**src/rtl/pc_pkg.sv**
```systemverilog
// Shared types and constants for the fetch PC predictor.
package pc_pkg;

  // 2-bit saturating branch direction counter
  typedef logic [1:0] ctr_t;

  localparam ctr_t STRONG_NT = 2'b00;
  localparam ctr_t WEAK_NT   = 2'b01;
  localparam ctr_t WEAK_T    = 2'b10;
  localparam ctr_t STRONG_T  = 2'b11;

  localparam logic [31:0] DEFAULT_RESET_VECTOR = 32'h0;

  // Saturating step toward taken / not-taken; never wraps past the ends.
  function automatic ctr_t ctr_next(ctr_t c, logic taken);
    if (taken) return (c == STRONG_T) ? c : c + 2'd1;
    return (c == STRONG_NT) ? c : c - 2'd1;
  endfunction

endpackage

```
**src/rtl/btb.sv**
```systemverilog
// Direct-mapped branch target buffer with 2-bit direction counters.
// Lookup is purely combinational on the current fetch PC; updates are
// written on the clock edge, so a same-index lookup sees old contents.
module btb
  import pc_pkg::*;
#(
  parameter int WIDTH   = 32,
  parameter int ENTRIES = 16
) (
  input  logic             clk,
  input  logic             rst,
  input  logic [WIDTH-1:0] lookup_pc_i,
  output logic             pred_taken_o,
  output logic [WIDTH-1:0] pred_target_o,
  input  logic             upd_valid_i,
  input  logic [WIDTH-1:0] upd_pc_i,
  input  logic [WIDTH-1:0] upd_target_i,
  input  logic             upd_taken_i
);

  localparam int IDX_W = $clog2(ENTRIES);
  localparam int TAG_W = WIDTH - IDX_W - 2;

  logic [ENTRIES-1:0] valid_q;
  ctr_t               ctr_q [ENTRIES];
  logic [TAG_W-1:0]   tag_q [ENTRIES];
  logic [WIDTH-1:0]   tgt_q [ENTRIES];

  logic [IDX_W-1:0] lk_idx, upd_idx;
  logic [TAG_W-1:0] lk_tag, upd_tag;
  logic             lk_hit, upd_hit;
  logic             ctr_wr, alloc, tgt_wr;
  ctr_t             ctr_wdata;

  // Byte-offset bits never take part in index or tag.
  logic unused_lsb;
  assign unused_lsb = ^{lookup_pc_i[1:0], upd_pc_i[1:0]};

  assign lk_idx  = lookup_pc_i[IDX_W+1:2];
  assign lk_tag  = lookup_pc_i[WIDTH-1:IDX_W+2];
  assign upd_idx = upd_pc_i[IDX_W+1:2];
  assign upd_tag = upd_pc_i[WIDTH-1:IDX_W+2];

  assign lk_hit        = valid_q[lk_idx] && (tag_q[lk_idx] == lk_tag);
  assign pred_taken_o  = lk_hit && ctr_q[lk_idx][1];
  assign pred_target_o = tgt_q[lk_idx];

  assign upd_hit = valid_q[upd_idx] && (tag_q[upd_idx] == upd_tag);

  // Decide what the resolved branch writes: train on hit, allocate on taken miss.
  always_comb begin
    ctr_wr    = 1'b0;
    alloc     = 1'b0;
    tgt_wr    = 1'b0;
    ctr_wdata = ctr_q[upd_idx];
    if (upd_valid_i) begin
      if (upd_hit) begin
        ctr_wr    = 1'b1;
        ctr_wdata = ctr_next(ctr_q[upd_idx], upd_taken_i);
        tgt_wr    = upd_taken_i;
      end else if (upd_taken_i) begin
        ctr_wr    = 1'b1;
        ctr_wdata = WEAK_T;
        alloc     = 1'b1;
        tgt_wr    = 1'b1;
      end
    end
  end

  // Valid bits and counters: reset so a fresh BTB never predicts.
  always_ff @(posedge clk or posedge rst) begin
    if (rst) begin
      valid_q <= '0;
      for (int i = 0; i < ENTRIES; i++) ctr_q[i] <= WEAK_NT;
    end else begin
      if (alloc)  valid_q[upd_idx] <= 1'b1;
      if (ctr_wr) ctr_q[upd_idx]   <= ctr_wdata;
    end
  end

  // Tag and target payload: unreset, only meaningful behind a valid bit.
  always_ff @(posedge clk) begin
    if (alloc)  tag_q[upd_idx] <= upd_tag;
    if (tgt_wr) tgt_q[upd_idx] <= upd_target_i;
  end

endmodule

```
**src/rtl/pc_predict_unit.sv**
```systemverilog
// Fetch PC register with BTB-based next-PC prediction.
// Next-PC priority: redirect > stall > predicted target > PC+4.
module pc_predict_unit
  import pc_pkg::*;
#(
  parameter int               WIDTH        = 32,
  parameter logic [WIDTH-1:0] RESET_VECTOR = WIDTH'(DEFAULT_RESET_VECTOR),
  parameter int               BTB_ENTRIES  = 16
) (
  input  logic             clk,
  input  logic             rst,
  input  logic             stall,
  input  logic             redirect,
  input  logic [WIDTH-1:0] redirect_pc,
  input  logic             upd_valid,
  input  logic [WIDTH-1:0] upd_pc,
  input  logic [WIDTH-1:0] upd_target,
  input  logic             upd_taken,
  output logic [WIDTH-1:0] PC,
  output logic             pred_taken
);

  logic [WIDTH-1:0] pc_q, pc_d;
  logic [WIDTH-1:0] pred_target;

  btb #(
    .WIDTH   (WIDTH),
    .ENTRIES (BTB_ENTRIES)
  ) u_btb (
    .clk           (clk),
    .rst           (rst),
    .lookup_pc_i   (pc_q),
    .pred_taken_o  (pred_taken),
    .pred_target_o (pred_target),
    .upd_valid_i   (upd_valid),
    .upd_pc_i      (upd_pc),
    .upd_target_i  (upd_target),
    .upd_taken_i   (upd_taken)
  );

  // Next-PC select; sequential fetch wraps naturally at the top of the space.
  always_comb begin
    pc_d = pc_q + WIDTH'(4);
    if (redirect)        pc_d = redirect_pc;
    else if (stall)      pc_d = pc_q;
    else if (pred_taken) pc_d = pred_target;
  end

  // Fetch PC register.
  always_ff @(posedge clk or posedge rst) begin
    if (rst) pc_q <= RESET_VECTOR;
    else     pc_q <= pc_d;
  end

  assign PC = pc_q;

endmodule

```
**config.mk**
```make
export PLATFORM = sky130hd
export DESIGN_NAME = pc_predict_unit
export DESIGN_NICKNAME = d
export VERILOG_FILES = /design/src/rtl/pc_pkg.sv /design/src/rtl/btb.sv /design/src/rtl/pc_predict_unit.sv
export SDC_FILE = /design/constraint.sdc
export NUM_CORES = 1
export LEC_CHECK = 0
export ABC_CLOCK_PERIOD_IN_PS = 13820
export CAP_MARGIN = 15
export CORE_MARGIN = 2
export CORE_UTILIZATION = 25
export DETAILED_ROUTE_END_ITERATION = 8
export GPL_TIMING_DRIVEN = 0
export MAX_ROUTING_LAYER = met4
export PLACE_DENSITY_LB_ADDON = 0.1
export SLEW_MARGIN = 25
export SYNTH_ARGS = -nofsm -noshare
export SYNTH_HDL_FRONTEND = slang
export SYNTH_SLANG_ARGS = --single-unit
```
**constraint.sdc**
```tcl
create_clock -name clk -period 13.82 [get_ports clk]
set_clock_uncertainty 0.1 [all_clocks]
set_input_delay 2.764 -clock clk [delete_from_list [all_inputs] [get_ports clk]]
set_output_delay 2.764 -clock clk [all_outputs]
set_load 0.01 [all_outputs]
```
# After elaboration in Yosys (flattened, before gate mapping)
# Memory sizes are Yosys's and may differ from the RTL's.
# Cells that the tools add are included.
[totals]
reg_bits = 80
ramBits = 928
output_inout_bits = 33
memories = 2
[op_classes]
n_addsub = 3
order_cmp = 6
eq_ne = 4
mux = 38
n_bitwise = 3
reduce_logical = 6
[memory_table]
columns = ["name", "words", "width", "rd", "rd_clocked_by_memory_dff", "write_ports", "line_no", "rtl"]
rows = [
  ["u_btb.tgt_q", 16, 32, 1, 0, 1, "btb.sv:27", "logic [WIDTH-1:0] tgt_q [ENTRIES];"],
  ["u_btb.tag_q", 16, 26, 2, 0, 1, "btb.sv:26", "logic [TAG_W-1:0] tag_q [ENTRIES];"],
]
[op_table]
columns = ["op", "count"]
rows = [
  ["$mux W32", 3],
  ["$eq A26 B26 Y1", 2],
  ["$add A32 B3 Y32 const B", 1],
  ["$bwmux W32", 1],
  ["$mux W2", 12],
  ["$bmux W2 S4", 2],
  ["$mux W1", 16],
  ["$or A16 B16 Y16", 1],
  ["$ge A5 B5 Y1 const B", 2],
  ["$lt A4 B5 Y1 const B", 2],
  ["$not A4 Y5", 2],
  ["$bmux W1 S4", 2],
  ["$demux W2 S4", 1],
  ["$logic_and A1 B1 Y1", 5],
  ["$lt A5 B1 Y1 const B", 1],
  ["$demux W1 S4", 1],
  ["$ge A4 B1 Y1 const B", 1],
  ["$add A2 B1 Y2 const B", 1],
  ["$eq A2 B2 Y1 const B", 1],
  ["$logic_not A2 Y1", 1],
  ["$ne A2 B1 Y1 const B", 1],
  ["$sub A2 B1 Y2 const B", 1],
]

# Depth between registers and ports, before layout
[logic_depth]
ltp_word = 11
ltp_mapped = 15
depth_no_buf = 10

# Modules after synthesis
# Synthesis repeated with hierarchy kept, for this count alone.
[unflattened]
cells_unflattened = 2274
hier_area_um2 = 44335.0
[by_module_without_submodules]
columns = ["mod", "instances", "cells_each", "area_per_inst_um2", "seq_area_each_um2"]
rows = [
  ["btb", 1, 1980, 42015.3, 29087.9],
  ["pc_predict_unit", 1, 294, 2319.7, 800.8],
]

# Worst setup path before layout
# Ideal clock, no wire load.
[synth_timing]
path_type = "input -> register"
from = "input upd_pc[3]"
to = "memory u_btb.tag_q[1][0] (netlist name), enable pin"
setup_time_ps = 442
arrival_time_ps = 6929
required_ps = 13278
setup_slack_ps = 6350
cell_stages = 13
n_path_buf = 4
path_cell_list = "buf_4 buf_4 buf_2 mux4_2 a22o_1 a221oi_2 xnor2_1 nor2_1 nand4_1 and4bb_2 buf_2 or2_1 nor3_1"
[synth_between]
elab_chain_len = 7
elab_cells_between_ends = 9
cone_classes = "1 x eq/ne; 6 x mux; 1 x reduce/logical; 1 x memory"
[synth_rtl]
columns = ["element", "line_no", "rtl"]
rows = [
  ["start, declared", "pc_predict_unit.sv:16", "input logic [WIDTH-1:0] upd_pc,"],
  ["$mem_v2 Z16 W26 / $bmux W1 S4 (equally long branches)", "n/a", ""],
  ["$eq A26 B26 Y1 / $mux W1 (equally long branches)", "btb.sv:48", "assign upd_hit = valid_q[upd_idx] && (tag_q[upd_idx] == upd_tag);"],
  ["$logic_and A1 B1 Y1", "btb.sv:48", ""],
  ["$mux W1", "btb.sv:57", "if (upd_hit) begin"],
  ["$mux W1", "btb.sv:56", "if (upd_valid_i) begin"],
  ["$mux W1", "btb.sv:83", "if (alloc) tag_q[upd_idx] <= upd_tag;"],
  ["$mux W1 (implied by the code)", "btb.sv:83", ""],
  ["end, declared", "btb.sv:26", ""],
]
# Parallel ways exist; a longest one is shown, timed or not. The select of a mux whose other input is x is not followed.

# Worst setup path after layout
[layout_timing]
from = "register pc_q[3] (netlist: PC[3])"
to = "output pred_taken"
[layout_between]
elab_chain_len = 5
elab_cells_between_ends = 10
cone_classes = "1 x eq/ne; 5 x mux; 1 x bitwise; 2 x reduce/logical; 1 x memory"
[layout_rtl]
columns = ["element", "line_no", "rtl"]
rows = [
  ["start, declared", "pc_predict_unit.sv:23", "logic [WIDTH-1:0] pc_q, pc_d;"],
  ["start signal, assigned", "pc_predict_unit.sv:52", "else pc_q <= pc_d;"],
  ["parallel branches: the longest is 4 deep, another holds $mem_v2 Z16 W26", "n/a", ""],
  ["$logic_and A1 B1 Y1 *", "btb.sv:45", "assign pred_taken_o = lk_hit && ctr_q[lk_idx][1];"],
  ["end, declared", "pc_predict_unit.sv:20", "output logic pred_taken"],
]
# Every way passes the cells marked *. The select of a mux whose other input is x is not followed.

==> impl_results.md <==
* Status: finished, final reports clean
* Sink Count at a little over 1000
* EDFF count, synth at 928
* Commonest non-fill, non-tap cell in the layout: edfxtp_1
* DRC Markers at 0
* Maxcap violations at 0
* Post-CTS Resized at 0
* # IOs at 135
* Worst Hold Depth at 1
* Final core utilization at 0.309
* Share of layout cells above drive strength 1 at 0.295
* Slew Limit Fails at 0
* Async SR Flop Fraction at 0.0794
* Number of synthesized register bits at just over 1000
* Final worst setup slack at 5060 ps
* Worst vdd ir at 0.0949 mV
* Tot GR Track Use at 0.200
* Met3 Use GR at 0.0286
* Site row count at about 160
* Die width at between 400 and 500 um
* Final wirelength at 180 mm
* Worst-path clk slew at ~60 ps
* Hold Slack at 389 ps
* Synth warn at 0
* Longest Clk Path Bufs at 3
* Global Route met2 Usage at 0.346
* DP HPWL at 134 mm
* Worst slew pin tran at 1120 ps
* Hold Path Class: flip-flop to flip-flop
* TritonCTS clock tree: done
* Critical Path AT at just under 6000 ps
* Pleak at 18.0 nW
* Vias post-DR at roughly 26000
* Storage element area at around 30000 um^2
* Slew Limit Headroom at 0.250
* Global routing's busiest layer: met2
* Post-layout nets at 2898
* Largest net degree at the start of global routing at between 40 and 50
* Worst Path Required at 10960 ps
* Clk_lat worst skew at between 700 and 800 ps
* Via/cell ratio at 5.03
* Height of the die at about 430 um
* Level count of the clock H-tree at 3
* Inserted Clock Buffers at roughly 120
* DRT Pass-1 Iters at 6
* Pwr Total at 7.70 mW
* Post-synthesis sequential area ratio at 0.664
* Post-Syn Area at 45000 um^2
* Cells after synthesis at 2414
* Final RePlAce weighted congestion at roughly 0.90
* Commonest cells after routing, fill and taps aside: edfxtp_1 (928), mux4_2 (345), mux2i_1 (137)
* Remaining Overflow, GRT at 0
* First-pass GRT wire length at 244 mm
* WL/cell at 34.3 um
* Post-CTS Setup Inserts at 0
* Top cell type's share of synthesized area at 0.619
* Multi-input logic area at 14400 um^2
* Synth unique cells at just under 90
* Power per standard cell area at 140 nW/um^2
* Min Tclk post-route at 8760 ps
* Crit path max fanout at 10
* Final ANT Viol Nets at 0
* Post-placement cell count at 5032
* Final setup fails at 0
* Crit end category: output port
* Fmax at 114 MHz
* Initial antenna violation count at 15
* Met1 Track Usage GR at 0.238
* Worst setup SP type: flip-flop
* Iter 0 DRT Violations at around 2500
* Die ar. at 183000 um^2
* Unrepaired setup endpoints after global routing: false
* Dominant cell type by area after synthesis: edfxtp_1
* Most used flip-flop cell after synthesis: edfxtp_1
* Total nets after synthesis at approximately 2500
* Fillcell total at 17309
* Initial Util at 0.252
* Root buf cell: clkbuf_16
* Finished Layout Cells at ~5300
* Crit Path Class: flip-flop to output port
* Post-cts hold buffer count at 0
* Final Hold Viols at 0
* Final Cycle Share at 0.634
* Port bufs at 127
* Vias in the first global route at 27492
* Syn avg cell area at 18.6 um^2
* Pre-CTS setup slack at around 5200 ps
* Core region area at 179000 um^2
* Layout area overhead at 22.6%
* Top post-synthesis cells by area: edfxtp_1 (62%), mux4_2 (17%), dfrtp_1 (3.6%)
* Reg2Reg Depth at 11
-- metal layers --
layer  part of all wire  wire length [um]
met1               0.40             72400
met2               0.51             92700
met3              0.045              8060
met4              0.039              7070
met5                  0                 0
-- flip-flops by register name, summed over array words and instances (netlist names) --
signal,cells
u_btb.ctr_q,32
u_btb.valid_q,16
PC,32
u_btb.tgt_q,512
u_btb.tag_q,416
-- worst paths after layout --
check                           slack, ps                            end                          start
worst max-delay path                 5060                     pred_taken              PC[3]$_DFFE_PP0P_
worst min-delay path                  390  u_btb.valid_q[15]$_DFFE_PP0P_  u_btb.valid_q[15]$_DFFE_PP0P_
worst max register to register       7840             PC[28]$_DFFE_PP0P_              PC[3]$_DFFE_PP0P_
worst min register to register        390  u_btb.valid_q[15]$_DFFE_PP0P_  u_btb.valid_q[15]$_DFFE_PP0P_
max in group asynchronous           10690    u_btb.ctr_q[30]$_DFFE_PP1P_                            rst
min in group asynchronous            2290              PC[0]$_DFFE_PP0P_                            rst
-- area by class of cell --
class                           count  area share
Clock inverter                     64      0.0134
Buffer                            167      0.0163
Clock buffer                      153      0.0573
Timing Repair Buffer              263      0.0550
Multi-Input combinational cell   1215       0.260
Tap cell                         2355      0.0534
Sequential cell                  1008       0.542
Antenna cell                       12    0.000544
Inverter                           24     0.00172
-- Yosys cell counts (5+ instances only) --
master and count:
a211oi_1 5, a21o_1 6, a21oi_1 25, a221oi_1 6, a22o_1 10, a22oi_1 27
a31oi_1 28, and2_1 23, and3_1 15, and4_1 5, buf_1 31, buf_2 43
buf_4 24, buf_6 13, clkbuf_1 56, dfrtp_1 64, dfstp_2 16, edfxtp_1 928
inv_1 18, inv_2 6, mux2_1 44, mux2_2 28, mux2i_1 137, mux4_2 345
nand2_1 80, nand2b_1 10, nand3_1 29, nand4_1 15, nor2_1 62, nor2b_1 15
nor3_1 30, nor3b_1 5, nor4_1 9, o2111ai_1 22, o21ai_0 14, o21ai_1 28
o22ai_1 20, o31a_1 6, o32ai_1 5, or2_1 15, or3_1 7, xnor2_1 40
xor2_1 25
-- cell families after synthesis --
family | after synthesis | synth area share
adders and majority gates | 2 | 0.000500
AOI/OAI and AO/OA | 252 | 0.0404
muxes | 554 | 0.221
buffers and inverters | 191 | 0.0213
DFF | 1008 | 0.664
xor gates and xnor gates | 65 | 0.0126
and+or+nand+nor | 342 | 0.0401
-- where the power goes --
group	internal [mW]	switching, mW	leakage, nW
clock network	1.87	1.30	1.90
registers	3.40	0.0566	9.30
logic	0.418	0.661	6.82
total	5.68	2.02	18.0
-- critical path, stage by stage (launching register included) --
cell and delay (ps):
dfrtp_1 570, buf_4 280, buf_4 390, buf_2 450, buf_2 620, mux2i_1 330
a22oi_1 130, a211o_1 290, nand3_1 140, o211ai_1 260, nor4_4 450, nand3_2 140
inv_1 380, clkdlybuf4s50_1 630
-- stage by stage --
stage | setup TNS (ps) | cell area (um^2)
6_report | 0 | 55200
5_1_grt | 0 | 55200
2_1_floorplan | 0 | 45000
3_3_place_gp | -9590 | 49200
4_1_cts | 0 | 55100
3_5_place_dp | 0 | 51200
Power figures use the tool's default switching activity.
==> variant: new RTL, same flow settings <==
Put a register stage on the output `pred_taken`, cleared by the reset. The value now appears one clock later. The other outputs are not delayed to match.
--- a/src/rtl/pc_predict_unit.sv
+++ b/src/rtl/pc_predict_unit.sv
@@ -20,6 +20,8 @@
   output logic             pred_taken
 );
 
+  logic pred_taken_d;
+
   logic [WIDTH-1:0] pc_q, pc_d;
   logic [WIDTH-1:0] pred_target;
 
@@ -30,7 +32,7 @@
     .clk           (clk),
     .rst           (rst),
     .lookup_pc_i   (pc_q),
-    .pred_taken_o  (pred_taken),
+    .pred_taken_o  (pred_taken_d),
     .pred_target_o (pred_target),
     .upd_valid_i   (upd_valid),
     .upd_pc_i      (upd_pc),
@@ -43,7 +45,7 @@
     pc_d = pc_q + WIDTH'(4);
     if (redirect)        pc_d = redirect_pc;
     else if (stall)      pc_d = pc_q;
-    else if (pred_taken) pc_d = pred_target;
+    else if (pred_taken_d) pc_d = pred_target;
   end
 
   // Fetch PC register.
@@ -54,5 +56,13 @@
 
   assign PC = pc_q;
 
+  always_ff @(posedge clk or posedge rst) begin
+    if (rst) begin
+      pred_taken <= '0;
+    end else begin
+      pred_taken <= pred_taken_d;
+    end
+  end
+
 endmodule
 
Function: not settled (the Yosys comparison gave no result); the edit may change what the design does.
==> variant against the unedited design <==
- first-iteration DRC count is 0.60% lower
- area after synthesis about the same
- critical path type is now input port to register
- power rose by 0.14%
- largest cell class unchanged
- critical endpoint is now u_btb.tag_q[1][21]$_DFFE_PP_
- core utilization fell by 0.053 points
- sequential power hardly changed
- cell area about the same
- largest power group unchanged
- routed wire length increased by 0.37%
- via count is 0.81% higher
- sequential cell count grew 1
- setup slack better by 0.70 ns
==> variant: results (changes against the unedited design) <==
- The total cell area at the placement stage is 51220 sq um (was 51240 sq um).
- The number of antenna violations at the first check in global routing is 13 (was 15).
- The violation count after the first detailed-routing iteration is 2478 (was 2493).
- The half-perimeter wire length of the detailed placement result is 132500 um (was 134000 um).
- Synth top area cells: edfxtp_1, mux4_2, dfrtp_1 (unchanged).
- The share of cell area taken by muxes after synthesis is 0.2210 (was 0.2211).
- The worst setup path startpoint is upd_pc[4] (was PC[3]$_DFFE_PP0P_).
- The number of buffers added by the clock tree synthesis step was 117 (was 116).
- The post-layout minimum cycle time is 8.057 ns (was 8.757 ns).
- The routed wirelength normalized by instance count is 34.44 um (was 34.26 um).
- The number of global-route vias before repair is 27830 (was 27490).
- The final-layout clock buffer total is 143 (was 153).
- The sequential cell area was 29910 sq um (was 29890 sq um).
- The total vias in the final route came to 26680 (was 26470).
- The global placer's final weighted congestion is 0.8841 (was 0.8999).
- The final-layout clock-cell area share was 0.07080 (about the same).
- The post-synthesis compound-gate area fraction is 0.04042 (was 0.04044).
- The fraction of final layout cells with drive strength greater than 1 is 0.2910 (was 0.2954).
- Run status: finished, final reports clean (unchanged).
- The maximum vdd ir drop was 99.24 uV (was 94.87 uV).
- The slew at the pin with the worst max-slew slack is 1.113 ns (was 1.120 ns).
- The ratio of total power to cell area was 139.9 nW/um^2 (was 139.6 nW/um^2).
- The wire length on met3 is 8196 um (was 8062 um).
- The setup slack after placement is 5.129 ns (was 5.196 ns).
- The switching part of the total was 0.2633 (was 0.2621).
- The end point of the critical path is u_btb.tag_q[1][21]$_DFFE_PP_ (was pred_taken).
- The static leakage is 18.00 nW (was 18.02 nW).
- The total area of multi-input combinational cells is 14380 sq um (was 14370 sq um).
- The portion of the post-synthesis area used by sequential elements is 0.6641 (was 0.6639).
- The xor-xnor portion of the synthesized cell area is 0.01264 (was 0.01265).
- The final-layout non-clock buffer area share is 0.07048 (was 0.07134).
- The number of placed instances with taps included is 5028 (was 5032).
- Most used standard cells in the synthesized netlist: edfxtp_1, mux4_2, mux2i_1, nand2_1, dfrtp_1 (unchanged).
- The net count of the mapped netlist is 2518 (was 2517).
- The global-route met1 utilization is 0.2443 (was 0.2375).
- The instance count of the mapped netlist is 2415 (was 2414).
- The post-route met1 wirelength is 74200 um (was 72410 um).
- The data arrival time of the critical path is 8.40 ns (was 5.89 ns).
- The adder-cell share of the synthesized area is 0.0005000 (was 0.0005003).
- The slack of the worst reg-to-reg path is 7.74 ns (was 7.84 ns).
- The sequential cell count is 1009 (was 1008).
-- variant: changes by cell type after synthesis, sizes merged --
cell / unedited run / this run
dfrtp: 64 / 65
-- variant: worst max-delay path: stages --
cell and delay [ns]:
clkdlybuf4s50_1 0.61, buf_2 0.59, clkbuf_1 0.74, nand2_1 0.51, o22ai_1 0.31, a31oi_1 0.08, xor2_1 0.39, nor2_1 0.08
nand4_1 0.11, and4bb_2 0.32, buf_2 0.23, or2_1 0.35, nor3_2 0.36, buf_4 0.28, buf_4 0.21, buf_4 0.20
buf_4 0.20
-- variant: cells by family after synthesis --
| logic type | after synthesis |
|---|---|
| flip-flops | 1009 |
| multiplexers | 554 |
| AND/OR/NAND/NOR | 342 |
| AO/OA/AOI/OAI | 252 |
| buffers and inverters | 191 |
| XOR/XNOR | 65 |
| adder cells (fa/ha/maj) | 2 |
